==> config.mk <==
export PLATFORM = sky130hd
export DESIGN_NAME = mem_stage_ctrl
export DESIGN_NICKNAME = d
export VERILOG_FILES = /design/src/rtl/mem_stage_pkg.sv /design/src/rtl/mem_load_align.sv /design/src/rtl/mem_stage_ctrl.sv
export SDC_FILE = /design/constraint.sdc
export NUM_CORES = 1
export LEC_CHECK = 0
export ABC_CLOCK_PERIOD_IN_PS = 2700
export BUFFER_PORTS_ARGS = -buffer_cell sky130_fd_sc_hd__buf_2
export CAP_MARGIN = 10
export CORE_MARGIN = 5
export CORE_UTILIZATION = 44
export CTS_BUF_LIST = sky130_fd_sc_hd__clkbuf_4 sky130_fd_sc_hd__clkbuf_8 sky130_fd_sc_hd__clkbuf_16
export DETAILED_ROUTE_END_ITERATION = 8
export HOLD_SLACK_MARGIN = 0.03
export PLACE_DENSITY = 0.84
export SLEW_MARGIN = 10
export SYNTH_ARGS = -nofsm -noshare
export SYNTH_HDL_FRONTEND = slang
export SYNTH_SLANG_ARGS = --single-unit
==> constraint.sdc <==
create_clock -name clk -period 2.7 [get_ports clk]
set_input_delay 0.54 -clock clk [delete_from_list [all_inputs] [get_ports clk]]
set_output_delay 0.54 -clock clk [all_outputs]
set_load 0.02 [all_outputs]
==> src/rtl/mem_stage_pkg.sv <==
// mem_stage_pkg: shared types and helpers for the memory-stage controller.
// Holds the FSM state type, access-size codes and a size-to-bytes helper.
package mem_stage_pkg;

    typedef enum logic [1:0] {
        IDLE,
        REQ,
        WAIT,
        DONE
    } mem_state_t;

    localparam logic [1:0] SZ_B = 2'd0;
    localparam logic [1:0] SZ_H = 2'd1;
    localparam logic [1:0] SZ_W = 2'd2;
    localparam logic [1:0] SZ_D = 2'd3;

    function automatic logic [3:0] size_bytes(input logic [1:0] sz);
        return 4'd1 << sz;
    endfunction

endpackage

==> src/rtl/mem_load_align.sv <==
// mem_load_align: extracts a load value from an aligned cache word.
// Ports: rdata (cache word), lane (byte offset), size, uns -> value.
module mem_load_align
    import mem_stage_pkg::*;
#(
    parameter int XLEN = 64,
    parameter int LW   = $clog2(XLEN / 8)
) (
    input  logic [XLEN-1:0] rdata,
    input  logic [LW-1:0]   lane,
    input  logic [1:0]      size,
    input  logic            uns,
    output logic [XLEN-1:0] value
);

    logic [XLEN-1:0] shifted;
    logic [XLEN-1:0] mask;
    logic            msb;
    int              nbits;

    always_comb begin
        shifted = rdata >> {lane, 3'b000};
        nbits   = 8 * int'(size_bytes(size));
        mask    = '1;
        msb     = 1'b0;
        value   = shifted;
        // Full-width accesses pass through untouched.
        if (nbits < XLEN) begin
            mask  = (XLEN'(1) << nbits) - XLEN'(1);
            msb   = |(shifted & (XLEN'(1) << (nbits - 1)));
            value = shifted & mask;
            if (!uns && msb) begin
                value = value | ~mask;
            end
        end
    end

endmodule

==> src/rtl/mem_stage_ctrl.sv <==
// mem_stage_ctrl: EX/MEM to data-cache controller, IDLE/REQ/WAIT/DONE FSM.
// Ports: clk, reset (sync, active-high); in_* from EX/MEM with
// in_valid/in_ready; req_* to the cache with req_valid/req_ready;
// resp_valid/resp_rdata from the cache; out_* to MEM/WB with
// out_valid/out_ready. MEM_STAGE_MISALIGN_TRAP_EN: when defined,
// misaligned accesses skip the cache and raise out_misalign; otherwise
// they are aligned down and out_misalign is tied low.
module mem_stage_ctrl
    import mem_stage_pkg::*;
#(
    parameter int XLEN   = 64,
    parameter int ADDR_W = 64
) (
    input  logic                clk,
    input  logic                reset,
    input  logic                in_valid,
    output logic                in_ready,
    input  logic [ADDR_W-1:0]   in_addr,
    input  logic [XLEN-1:0]     in_wdata,
    input  logic                in_read,
    input  logic                in_write,
    input  logic [1:0]          in_size,
    input  logic                in_unsigned,
    output logic                req_valid,
    input  logic                req_ready,
    output logic [ADDR_W-1:0]   req_addr,
    output logic                req_write,
    output logic [XLEN-1:0]     req_wdata,
    output logic [XLEN/8-1:0]   req_wstrb,
    input  logic                resp_valid,
    input  logic [XLEN-1:0]     resp_rdata,
    output logic                out_valid,
    input  logic                out_ready,
    output logic [XLEN-1:0]     out_data,
    output logic                out_misalign
);

    localparam int SW = XLEN / 8;
    localparam int LW = $clog2(SW);

    mem_state_t        state;
    logic [ADDR_W-1:0] addr_q;
    logic [XLEN-1:0]   wdata_q;
    logic [SW-1:0]     wstrb_q;
    logic              write_q;
    logic [LW-1:0]     lane_q;
    logic [1:0]        size_q;
    logic              uns_q;
    logic [XLEN-1:0]   data_q;

    logic              is_mem;
    logic [1:0]        sz;
    logic [ADDR_W-1:0] ea;
    logic [ADDR_W-1:0] blk;
    logic [LW-1:0]     lane;
    logic [SW-1:0]     strb;
    logic [XLEN-1:0]   rep;
    logic [XLEN-1:0]   ext;

    // Request payload is computed at accept time and registered, so
    // req_* never depends combinationally on in_*.
    always_comb begin
        is_mem = in_read | in_write;
        sz     = in_size;
        if (XLEN == 32 && in_size == SZ_D) begin
            sz = SZ_W;
        end
        ea   = in_addr & ~(ADDR_W'(size_bytes(sz)) - ADDR_W'(1));
        lane = ea[LW-1:0];
        blk  = ea & ~ADDR_W'(SW - 1);
        // Wraps to all-ones when the access covers the whole word.
        strb = ((SW'(1) << size_bytes(sz)) - SW'(1)) << lane;
        rep  = in_wdata;
        unique case (1'b1)
            sz == SZ_B: rep = {SW{in_wdata[7:0]}};
            sz == SZ_H: rep = {(SW / 2){in_wdata[15:0]}};
            sz == SZ_W: rep = {(SW / 4){in_wdata[31:0]}};
            default:    rep = in_wdata;
        endcase
    end

`ifdef MEM_STAGE_MISALIGN_TRAP_EN
    logic mis;
    logic mis_q;

    always_comb begin
        mis = is_mem &&
              (((in_addr & (ADDR_W'(size_bytes(in_size)) - ADDR_W'(1)))
                != '0) ||
               (XLEN == 32 && in_size == SZ_D));
    end

    always_ff @(posedge clk) begin
        if (reset) begin
            mis_q <= 1'b0;
        end else if (state == IDLE && in_valid) begin
            mis_q <= mis;
        end
    end

    assign out_misalign = mis_q;
`else
    assign out_misalign = 1'b0;
`endif

    mem_load_align #(
        .XLEN (XLEN),
        .LW   (LW)
    ) u_align (
        .rdata (resp_rdata),
        .lane  (lane_q),
        .size  (size_q),
        .uns   (uns_q),
        .value (ext)
    );

    always_ff @(posedge clk) begin
        if (reset) begin
            state   <= IDLE;
            addr_q  <= '0;
            wdata_q <= '0;
            wstrb_q <= '0;
            write_q <= 1'b0;
            lane_q  <= '0;
            size_q  <= '0;
            uns_q   <= 1'b0;
            data_q  <= '0;
        end else begin
            unique case (state)
                IDLE: begin
                    if (in_valid) begin
                        addr_q  <= blk;
                        wdata_q <= rep;
                        wstrb_q <= strb;
                        write_q <= in_write;
                        lane_q  <= lane;
                        size_q  <= sz;
                        uns_q   <= in_unsigned;
                        data_q  <= '0;
`ifdef MEM_STAGE_MISALIGN_TRAP_EN
                        state <= (is_mem && !mis) ? REQ : DONE;
`else
                        state <= is_mem ? REQ : DONE;
`endif
                    end
                end
                REQ: begin
                    if (req_ready) begin
                        state <= WAIT;
                    end
                end
                WAIT: begin
                    if (resp_valid) begin
                        data_q <= write_q ? '0 : ext;
                        state  <= DONE;
                    end
                end
                DONE: begin
                    if (out_ready) begin
                        state <= IDLE;
                    end
                end
                default: state <= IDLE;
            endcase
        end
    end

    assign in_ready  = (state == IDLE);
    assign req_valid = (state == REQ);
    assign out_valid = (state == DONE);
    assign req_addr  = addr_q;
    assign req_write = write_q;
    assign req_wdata = wdata_q;
    assign req_wstrb = wstrb_q;
    assign out_data  = data_q;

endmodule

## After elaboration in Yosys (flattened, before gate mapping)

Cells that the tools add are included.

| storage, ports and cells | value |
|---|---|
| input bits | 203 |
| logic and storage cells | 59 |
| flip-flop bits (word level) | 206 |

| cells by class | value |
|---|---|
| shifts and indexed selects | 7 |
| order comparisons | 1 |
| equality and inequality tests | 9 |
| reductions and logical operators | 9 |
| add/sub/neg operators | 4 |
| bitwise gates (word level) | 7 |
| multiplexer cells | 13 |

Operators with widths:

| kind | count |
|---|---|
| 2-to-1 mux 64 bit | 5 |
| bitwise AND 64 bit | 3 |
| case mux 64 bit (3 select lines) | 1 |
| NOT 64 bit | 2 |
| case mux 64 bit (2 select lines) | 1 |
| bitwise OR 64 bit | 1 |
| OR reduction 64 bit | 1 |
| left shift 1 x 32 -> 64 bit, first input constant | 1 |
| left shift 1 x 7 -> 64 bit, first input constant | 1 |
| >> shifter 64 x 6 -> 64 bit | 1 |
| subtractor 64 x 2 -> 64 bit, second input constant | 1 |
| 2-to-1 mux 2 bit | 5 |
| case mux 2 bit (4 select lines) | 1 |
| left shift 1 x 2 -> 4 bit, first input constant | 2 |
| left shift 1 x 4 -> 8 bit, first input constant | 1 |
| left shift 8 x 3 -> 8 bit | 1 |
| subtractor 7 x 1 -> 8 bit, second input constant | 1 |
| subtractor 8 x 2 -> 8 bit, second input constant | 1 |
| < comparator 7 bit, second input constant | 1 |
| equality test 2 bit, second input constant | 3 |
| subtractor 4 x 1 -> 5 bit, second input constant | 1 |
| equality test 2 x 1 -> 1 bit, second input constant | 2 |
| logical NOT 2 bit | 2 |
| inequality test 2 x 1 -> 1 bit, second input constant | 2 |
| 8 further kinds | 9 |

## Longest topological paths before layout

| depth | value |
|---|---|
| depth after elaboration | 11 |
| mapped depth | 11 |

## Hierarchy

Synthesis repeated with hierarchy kept, for this count alone.

| unflattened totals | value |
|---|---|
| cell total of the unflattened synthesis | 1321 |
| area, all modules | 10486.3 µm² |

Modules (own cells, without submodules):

| module | instances | area an instance (µm²) | cells an instance |
|---|---|---|---|
| mem_stage_ctrl | 1 | 8300.5 | 973 |
| mem_load_align | 1 | 2185.8 | 348 |

## Least setup slack after synthesis

No wires, ideal clock.

| path | value |
|---|---|
| kind | input -> register |
| from | input port in_size[0] |
| to | register wstrb_q[7], in the netlist req_wstrb[7] |
| buffers on the path | 3 |
| stages on the path | 11 |
| setup slack | -0.192 ns |
| setup time | 0.078 ns |
| arrival time | 2.814 ns |
| cell sequence | clkbuf_1 clkbuf_1 clkbuf_1 nand2_1 ha_1 nand2_1 xor2_1 o21ai_0 a22oi_1 a21oi_1 nor3_1 |

| on the way | value |
|---|---|
| longest elaborated chain between the ends | 5 |
| elaborated cells on any way between the ends | 7 |
| those cells by class | add/sub: 2; shift: 3; bitwise: 2 |

RTL lines:

| element | RTL line | text |
|---|---|---|
| start: declaration | mem_stage_ctrl.sv:22 | `input logic [1:0] in_size,` |
| left shift 1 x 2 -> 4 bit * | mem_stage_pkg.sv:18 | `return 4'd1 << sz;` |
| parallel branches: the longest is 3 deep, another holds subtractor 8 x 2 -> 8 bit | - |  |
| left shift 8 x 3 -> 8 bit * | mem_stage_ctrl.sv:72 | `strb = ((SW'(1) << size_bytes(sz)) - SW'(1)) << lane;` |
| end signal: assignment | mem_stage_ctrl.sv:134 | `wstrb_q <= strb;` |
| end: declaration | mem_stage_ctrl.sv:44 | `logic [SW-1:0] wstrb_q;` |

Mark *: on every way between the ends.
A chain may end at the register's enable or synchronous reset.

## Final worst setup path

| path | value |
|---|---|
| from | register state[0] |
| to | register data_q[58], in the netlist out_data[58] |

| on the way | value |
|---|---|
| longest elaborated chain between the ends | 3 |
| elaborated cells on any way between the ends | 7 |
| those cells by class | eq/ne: 3; mux: 1; reduce/logical: 3 |

RTL lines:

| element | RTL line | text |
|---|---|---|
| start: declaration | mem_stage_ctrl.sv:41 | `mem_state_t state;` |
| start signal: assignment | mem_stage_ctrl.sv:143 | `state <= is_mem ? REQ : DONE;` |
| equality test 2 bit / logical NOT 2 bit (equally long branches) | mem_stage_ctrl.sv:129 | `unique case (state)` |
| inequality test 2 bit (no line) / nonzero test 2 bit (equally long branches) | - |  |
| AND reduction 3 bit (no line) | - |  |
| end signal: assignment | mem_stage_ctrl.sv:154 | `data_q <= write_q ? '0 : ext;` |
| end: declaration | mem_stage_ctrl.sv:49 | `logic [XLEN-1:0] data_q;` |

Several ways; a longest one is shown, not always the timed one.

==> run summary <==
Outcome: completed
Primary FF master, synth: dfxtp_1
Yosys reg bits: 206
Worst-Skew Late Latency: 0.50 ns
Crit-path max FO: 7
Vias in the first global route: 10100
Final core occ: 59.3%
Max Clk Rate: 387 MHz
Cells after Synth: 1176
Leak: 0.00591 µW
Xor/xnor cell area share of the yosys netlist: 0.177%
Power per cell area: 852 mW/mm²
Die footprint: 0.0256 mm²
RSZ-0062 raised after global routing: false
Syn avg cell area: 8.42 µm²
Final setup violating endpoints: 0
Cells after DPL: 1782
DRC: 0
DRT iter0 DRCs: 1277
Reg2reg start: state[0]$_SDFFE_PP0P_
Area grow syn2layout: 31.9%
Post-synth ARST share: 0%
Synth warn: 0
Num rows: 54
Initial core utilization: 45.0%
Worst EP required: 3.14 ns
Netlist cell types: 54
Total gr overflow: 0
Post-Synth Adder-Cell Area: 1.26%
Max incr delay on CP: 0.52 ns
Via count: 10600
Final non-filler cell total: 1826
Ports: 408
Hold Path Class: input port to flip-flop
Critical path's slowest cell: nor2_1
Post-CTS Setup Inserts: 0
Area of the mapped netlist: 0.00990 mm²
Max_slew headroom: 42.1%
Synth top area share: 41.6%
Power, Total: 11100 µW
Share of synthesized cell area in and, or, nand and nor gates: 16.7%
Layout Skew: 0.00977 ns
DRT Pass-1 Iters: 6
Min Tclk post-route: 2.59 ns
Min Hold Slack: 0.273 ns
Maximum VDD drop: 0.566 mV
Nets: 1741
Depth of the worst register-to-register path: 8
Hold path depth: 3
Crit-path cells: inv_1 > ha_1 > nand2b_1 > nand3_1 > or2_2 > nor2_1 > and3_1 > a221o_1
Chip Width: 160 µm
Synth cell count leaders: 206 x dfxtp_1, 192 x nor2_1, 118 x nand2_1
Clock-pin slew of the registers on the worst-case setup and hold paths: 0.06 ns
Diode count: 0
Largest net degree at the start of global routing: 88
Drt total wl: 36.3 mm
Hold_buf cts: 0
DR vias/cell: 5.82
Post-CTS resize count: 2
Final period util: 95.8%
TritonCTS clock tree: built
Root Buffer: clkbuf_16
Port Buffer Count: 403
Layout cells sized above 1: 34.9%
Largest family of logic cells by synthesized area: compound AO/OA/AOI/OAI gates
Gpl congestion: 0.980
Synth area leaders: dfxtp_1 42%, nor2_1 7.3%, mux2i_1 6.4%
Drt wl/cell: 19.9 µm
Crit path capture type: flip-flop
Clk buf depth: 3
Kind of critical path: flip-flop to flip-flop
H-tree depth: 1
FF-to-FF setup slack: 0.11 ns
Routed Antenna Nets: 0
Total Routing Usage GR: 26.3%
Max Cap Violations: 0
Worst slew pin tran: 0.868 ns
First-pass GRT wire length: 56.3 mm
DIE HEIGHT: 160 µm
Mux cell area share after synthesis: 12.5%
WP data arrival: 3.02 ns
Core area: 0.0220 mm²
Critical Path Start Type: flip-flop
CTS Sinks: 206
Critical R2R Capture: out_data[58]$_SDFFE_PP0P_
Most numerous cell in the Yosys netlist: dfxtp_1
Post-synth EDFFs: 0
Hold Crit Start: in_addr[16]
CTS Buf Count: 24
Compound-cell area share of the yosys netlist: 22.5%
Fin. Hold Viols: 0
Sequential-to-total area share from yosys stat: 41.6%
Final Slew Violations: 0
Synth area leader: dfxtp_1
FILL cells: 1890
Hold Path End: req_addr[16]$_SDFFE_PP0P_
HPWL reported at the end of detailed placement: 26.5 mm
Initial antenna violation count: 3
worst max-delay path, delay by kind of cell (launching register included):
family	cells	cell delay, ns
AO/OA/AOI/OAI	1	0.21
adder cells (fa/ha/maj)	1	0.33
buffers and inverters	1	0.09
flip-flops	1	0.38
AND/OR/NAND/NOR	5	1.50
registers in the layout, indices dropped and copies added (netlist names):
signal and flops:
size_q 2, req_wstrb 8, req_wdata 64, req_write 1
uns_q 1, req_addr 61, lane_q 3, out_data 64
state 2
metal layers:
metal	up-vias	global-route usage (%)	share of wire [%]	wire, µm
met5	-	0	0.11	41
met4	6	9.78	4.0	1450
met3	100	6.06	10	3700
met2	665	44.8	48	17500
met1	4931	32.6	38	13600
li1	4934	-	-	-
through the flow:
step	worst slack (ns)	TNS, ns	instance area [µm²]
2_1_floorplan	0.00915	0	9920
3_5_place_dp	-0.107	-1.21	12200
4_1_cts	0.0361	0	13000
6_report	0.113	0	13100
3_3_place_gp	0.0600	0	12200
5_1_grt	0.00157	0	13100
layout by cell type, fill, tap and decap left out, types with 3 or more instances in the layout:
cell / Yosys / routed
a211o_1: 4 / 4
a211oi_1: 54 / 53
a21oi_1: 78 / 77
a221o_1: 7 / 7
a22oi_1: 83 / 83
a311oi_1: 16 / 16
a31oi_1: 4 / 3
a32oi_1: 6 / 6
and3_1: 6 / 6
buf_12: 0 / 5
buf_2: 13 / 402
buf_4: 4 / 29
clkbuf_16: 0 / 25
clkbuf_4: 0 / 6
clkbuf_8: 0 / 4
clkinv_1: 3 / 3
clkinv_2: 0 / 5
conb_1: 1 / 4
dfxtp_1: 206 / 204
ha_1: 10 / 9
inv_1: 10 / 10
mux2_2: 26 / 26
mux2i_1: 63 / 63
mux4_2: 14 / 14
nand2_1: 118 / 117
nand2b_1: 10 / 10
nand3_1: 21 / 21
nor2_1: 192 / 192
nor2b_1: 10 / 10
nor3_1: 27 / 26
o211ai_1: 5 / 5
o21ai_0: 40 / 36
o21ai_1: 12 / 12
o21ai_2: 0 / 3
o22ai_1: 5 / 5
power by group:
| group | leakage, µW | total (µW) | internal, µW | switching, µW |
|---|---|---|---|---|
| clock | 0.000413 | 3350 | 2060 | 1290 |
| sequential | 0.00168 | 3860 | 3560 | 309 |
| combinational | 0.00381 | 3920 | 1350 | 2570 |
final cells by class:
| cell class | count | area [µm²] | share of cell area [%] |
|---|---|---|---|
| Clock inverter | 9 | 100 | 0.766 |
| Sequential cell | 206 | 4130 | 31.6 |
| Multi-Input combinational cell | 846 | 5370 | 41.1 |
| Inverter | 13 | 48.8 | 0.373 |
| Clock buffer | 35 | 726 | 5.55 |
| Tap cell | 280 | 350 | 2.68 |
| Timing Repair Buffer | 437 | 2340 | 17.9 |
kinds of logic after synthesis:
| family | after synthesis |
|---|---|
| buffers and inverters | 127 |
| XOR/XNOR | 2 |
| flip-flops | 206 |
| AND/OR/NAND/NOR | 396 |
| other | 1 |
| AO/OA/AOI/OAI | 331 |
| multiplexers | 103 |
| adder cells (fa/ha/maj) | 10 |
worst max-delay path by stage:
stage / startpoint / endpoint / slack (ns) / depth (start not counted)
global placement: size_q[1]$_SDFFE_PP0P_ / out_data[53]$_SDFFE_PP0P_ / 0.06 / 9
floorplan: in_size[0] / req_wstrb[7]$_SDFFE_PP0P_ / 0.009 / 11
CTS: size_q[1]$_SDFFE_PP0P_ / out_data[58]$_SDFFE_PP0P_ / 0.04 / 8
detailed placement: size_q[1]$_SDFFE_PP0P_ / out_data[58]$_SDFFE_PP0P_ / -0.11 / 8
finish: state[0]$_SDFFE_PP0P_ / out_data[58]$_SDFFE_PP0P_ / 0.11 / 8
global route: size_q[1]$_SDFFE_PP0P_ / out_data[38]$_SDFFE_PP0P_ / 0.002 / 9
Power figures use the tool's default switching activity.
